==> src/rtl/nn_param_loader.sv <==
// Runtime parameter loader: parses the host word stream (header, count, weights, bias)
// into broadcast weight/bias strobes with stable layer/neuron selectors.
module nn_param_loader #(
    parameter int unsigned max_weights   = 784,
    parameter int unsigned total_neurons = 30
) (
    input  logic        clk,
    input  logic        rst,
    input  logic [31:0] s_data,
    input  logic        s_valid,
    output logic        s_ready,
    input  logic        clr_err,
    output logic [31:0] weight_value,
    output logic        valid_weight,
    output logic [31:0] bias_value,
    output logic        valid_bias,
    output logic [31:0] neuron_layer_no,
    output logic [31:0] neuron_neuron_no,
    output logic        busy,
    output logic        pkt_done,
    output logic        err,
    output logic [15:0] neurons_loaded,
    output logic        all_loaded
);

    typedef enum logic [1:0] {
        HDR  = 2'd0,
        CNT  = 2'd1,
        WGT  = 2'd2,
        BIAS = 2'd3
    } state_t;

    state_t      state_r;
    logic        ready_r;
    logic [15:0] cnt_r;
    logic [31:0] weight_value_r;
    logic        valid_weight_r;
    logic [31:0] bias_value_r;
    logic        valid_bias_r;
    logic [31:0] layer_r;
    logic [31:0] neuron_r;
    logic        busy_r;
    logic        pkt_done_r;
    logic        err_r;
    logic [15:0] loaded_r;
    logic        all_loaded_r;

    logic        accept_s;
    logic [15:0] count_s;
    logic        bad_count_s;

    function automatic logic [15:0] sat_inc16(input logic [15:0] v);
        if (v == 16'hFFFF) begin
            return v;
        end else begin
            return v + 16'd1;
        end
    endfunction

    // Word acceptance and legality of the count field
    always_comb begin
        accept_s    = s_valid & ready_r;
        count_s     = s_data[15:0];
        bad_count_s = (count_s == 16'd0) || ({16'd0, count_s} > 32'(max_weights));
    end

    // Packet parser FSM with registered strobes, selectors and status
    always_ff @(posedge clk or posedge rst) begin
        if (rst) begin
            state_r        <= HDR;
            ready_r        <= 1'b0;
            cnt_r          <= 16'd0;
            weight_value_r <= 32'd0;
            valid_weight_r <= 1'b0;
            bias_value_r   <= 32'd0;
            valid_bias_r   <= 1'b0;
            layer_r        <= 32'd0;
            neuron_r       <= 32'd0;
            busy_r         <= 1'b0;
            pkt_done_r     <= 1'b0;
            err_r          <= 1'b0;
            loaded_r       <= 16'd0;
            all_loaded_r   <= 1'b0;
        end else begin
            ready_r        <= 1'b1;
            valid_weight_r <= 1'b0;
            valid_bias_r   <= 1'b0;
            pkt_done_r     <= 1'b0;
            err_r          <= err_r & ~clr_err;
            all_loaded_r   <= ({16'd0, loaded_r} >= 32'(total_neurons));
            if (accept_s) begin
                case (state_r)
                    HDR: begin
                        layer_r  <= {16'd0, s_data[31:16]};
                        neuron_r <= {16'd0, s_data[15:0]};
                        busy_r   <= 1'b1;
                        state_r  <= CNT;
                    end
                    CNT: begin
                        if (bad_count_s) begin
                            // Set wins over a simultaneous clr_err
                            err_r   <= 1'b1;
                            busy_r  <= 1'b0;
                            state_r <= HDR;
                        end else begin
                            cnt_r   <= count_s;
                            state_r <= WGT;
                        end
                    end
                    WGT: begin
                        weight_value_r <= s_data;
                        valid_weight_r <= 1'b1;
                        cnt_r          <= cnt_r - 16'd1;
                        if (cnt_r == 16'd1) begin
                            state_r <= BIAS;
                        end else begin
                            state_r <= WGT;
                        end
                    end
                    BIAS: begin
                        // busy stays high through the bias strobe cycle
                        bias_value_r <= s_data;
                        valid_bias_r <= 1'b1;
                        pkt_done_r   <= 1'b1;
                        loaded_r     <= sat_inc16(loaded_r);
                        state_r      <= HDR;
                    end
                    default: begin
                        busy_r  <= 1'b0;
                        state_r <= HDR;
                    end
                endcase
            end else if (state_r == HDR) begin
                busy_r <= 1'b0;
            end else begin
                busy_r <= busy_r;
            end
        end
    end

    assign s_ready          = ready_r;
    assign weight_value     = weight_value_r;
    assign valid_weight     = valid_weight_r;
    assign bias_value       = bias_value_r;
    assign valid_bias       = valid_bias_r;
    assign neuron_layer_no  = layer_r;
    assign neuron_neuron_no = neuron_r;
    assign busy             = busy_r;
    assign pkt_done         = pkt_done_r;
    assign err              = err_r;
    assign neurons_loaded   = loaded_r;
    assign all_loaded       = all_loaded_r;

endmodule

==> config.mk <==
export PLATFORM = sky130hd
export DESIGN_NAME = nn_param_loader
export DESIGN_NICKNAME = d
export VERILOG_FILES = /design/src/rtl/nn_param_loader.sv
export SDC_FILE = /design/constraint.sdc
export NUM_CORES = 1
export LEC_CHECK = 0
export BUFFER_PORTS_ARGS = -buffer_cell sky130_fd_sc_hd__clkbuf_2
export CAP_MARGIN = 10
export CELL_PAD_IN_SITES_DETAIL_PLACEMENT = 0
export CELL_PAD_IN_SITES_GLOBAL_PLACEMENT = 2
export CORE_UTILIZATION = 29
export CTS_BUF_LIST = sky130_fd_sc_hd__clkbuf_8
export CTS_CLUSTER_SIZE = 12
export DETAILED_ROUTE_END_ITERATION = 8
export PLACE_DENSITY = 0.88
export SLEW_MARGIN = 30
export SYNTH_ARGS = -nofsm -noshare
export SYNTH_HDL_FRONTEND = slang
export SYNTH_SLANG_ARGS = --single-unit
==> constraint.sdc <==
create_clock -name clk -period 4.65 [get_ports clk]
set_clock_uncertainty 0.1 [all_clocks]
set_input_delay 0.6975 -clock clk [delete_from_list [all_inputs] [get_ports clk]]
set_output_delay 0.6975 -clock clk [all_outputs]
set_load 0.02 [all_outputs]
==> results.md <==
- Total number of yosys warnings: 0
- Area of the die: 21,500 µm²
- Max Cap Viol: 0
- DRC errors left: 0
- Primary FF master, synth: dfrtp_1
- Leading area contributor after synthesis: dfrtp_1
- Area share of the largest cell type after synthesis: 56.1%
- Max Freq: 0.402 GHz
- VDD IR-drop max: 167 µV
- Final hold vios: 0
- Hold-fix buffers, CTS: 0
- P&R area growth vs syn: 22.3%
- Register-to-register path setup slack: 2.35 ns
- Fraction of the cycle the final worst path needs: 53.6%
- Vias/cell: 4.59
- Worst R2R End: cnt_r[14]
- Via count of the first global-routing pass: 4,697
- Overall die width: 147 µm
- Largest net degree at the start of global routing: 67
- Maximum level of the CTS H-tree: 4
- Vertical die dimension: 147 µm
- Number of DRC markers after the initial detailed-route iteration: 219
- Type of the worst setup path: input port to flip-flop
- Startpoint of the worst-slack reg-to-reg timing path: state_r[0]
- First-pass GRT wire length: 26,300 µm
- Kind of launch point of the worst setup path: input port
- Clk_lat worst skew: 0.45 ns
- R2r worst-path depth: 5
- Clock slew at reported path FFs: 0.08 ns
- Nets@finish: 805
- Largest buffer count on any clock path: 2
- Number of enable flip-flop cells after synthesis: 0
- Clock tree from TritonCTS: built
- Critical Path RT: 4.88 ns
- Run status: completed
- Resize count post-CTS: 0
- Effective utilization at floorplan: 29.8%
- Endpoint kind of the worst setup timing path: flip-flop
- Buffers added on ports: 154
- Number of clock sinks: 136
- Cell Area, Synth: 6070 µm²
- RD Place Congestion: 0.785
- GRT Resource Usage Total: 15.9%
- Congestion Overflow GR: 0
- Via count: 4,813
- Clock buffer count from CTS: 17
- Synth area leaders: dfrtp_1, nand2_1, mux2_2, buf_4, nor2_1
- Initial antenna violation count: 0
- Flops & latches, synth: 136
- Routed WL per cell: 15.8 µm
- Total chip power: 3020 µW
- CP Max Fanout: 15
- DRT Wirelength: 16,500 µm
- Share of post-route cells with drive strength above 1: 31.7%
- Post-route minimum period: 2.49 ns
- Number of pins with negative max-slew slack in the final report: 0
- Sequential share of the synthesized area: 56.1%
- Number of iterations in the first detailed-routing pass: 4
- Number of core rows: 52
- HPWL Detailed: 10,900 µm
- Num ports: 187
- Core box area: 20,400 µm²
- Number of setup buffers added after CTS: 0
- Power density cells: 407 nW/µm²
- Yosys cell types: 57
- Avg Inst Size Synth: 9.94 µm²
- Worst min path class: input port to asynchronous set/reset pin
- Clock Root Buffer: clkbuf_8
- Share of async-settable or async-resettable flops after synthesis: 100%
- Leakage dissipation: 0.00394 µW
- Count of antenna-violating nets left after detailed routing: 0
- Setup TNS: 0 ns
- Synthesized instance count: 611
- Tightest Pin Transition: 0.877 ns
- Setup-failing EPs final: 0
- Number of antenna repair diodes: 0
- Worst EP arrival: 2.72 ns
- Top cells by count, synth: nand2_1, dfrtp_1, mux2_2, buf_4, nor2_1
- Most frequently used cell type in the post-synthesis netlist: nand2_1
- Unrepaired setup endpoints after global routing: false
- Headroom to the max-slew limit: 41.1%
[layer usage]
layer	up-vias	share of wire [%]	track usage, %
met5	-	0	0
met4	0	1.1	4.58
met3	15	7.0	5.41
met2	148	46	24.6
met1	2361	45	21.0
li1	2289	-	-
[cells by family after synthesis]
logic type / Yosys count / share of synthesized area [%]
adder cells (fa/ha/maj): 4 / 0.824
other: 2 / 0.124
flip-flops: 136 / 56.1
AO/OA/AOI/OAI: 49 / 5.54
AND/OR/NAND/NOR: 303 / 22.4
multiplexers: 37 / 6.84
buffers and inverters: 69 / 6.60
XOR/XNOR: 11 / 1.59
[cell type report]
class                      count  area, µm²
sequential                   136       3400
tap                          270        338
fill                        2120      12900
clock buffer                  17        234
inverter                      11       46.3
clock inverter                15        178
multi-input combinational    437       2390
timing repair buffer         162        831
[cells in the final DEF, fill, tap and decap left out, types with 10 or more instances in the layout]
cell / instances
a21oi_1: 13
nor2_1: 23
mux2_2: 36
clkbuf_2: 154
nand3_1: 15
dfrtp_1: 136
nand2_1: 212
clkbuf_8: 17
inv_1: 10
nor3_1: 15
conb_1: 33
[state kept, by name, indices dropped and copies added (netlist names), named ones only]
signal / cells
pkt_done: 1
state_r: 1
valid_weight: 1
bias_value: 32
neuron_layer_no: 16
busy: 1
all_loaded: 1
neuron_neuron_no: 16
weight_value: 32
err: 1
s_ready: 1
cnt_r: 16
neurons_loaded: 16
[critical path, cell delays in order]
cell and delay [ns]:
clkbuf_2 0.15, nor4_4 0.39, o22ai_2 0.19, nor4_4 0.82
nor2_1 0.26, a2bb2oi_1 0.20
[report_power, final]
part	switching (µW)	internal, µW	total [µW]	leakage, µW
Sequential	87.7	1320	1410	0.00178
Clock	496	531	1030	0.000205
Combinational	379	210	589	0.00196
[through the flow]
stage                     util (%)  hold slack [ns]  setup WS, ns  instance area, µm²  cells
after floorplan                  -            0.401         0.213                6190    642
after global placement        34.4            0.358          1.85                7010   1016
after detailed placement      34.4            0.361          1.74                7010   1016
after CTS                     36.5            0.241          2.23                7420   1048
after global routing          36.5            0.265          2.07                7420   1048
final                         36.5            0.231          2.16                7420   1048
[how the worst max path moves through the flow]
stage,startpoint,to,slack (ns)
after floorplan,rst,asynchronous set/reset pin,0.21
after global placement,s_data[0],cnt_r[15],1.85
after detailed placement,s_data[1],cnt_r[14],1.74
after CTS,s_data[1],cnt_r[14],2.23
after global routing,s_data[1],cnt_r[3],2.07
final,s_data[0],cnt_r[14],2.16
Note: power is estimated with default switching activity, not from simulation.
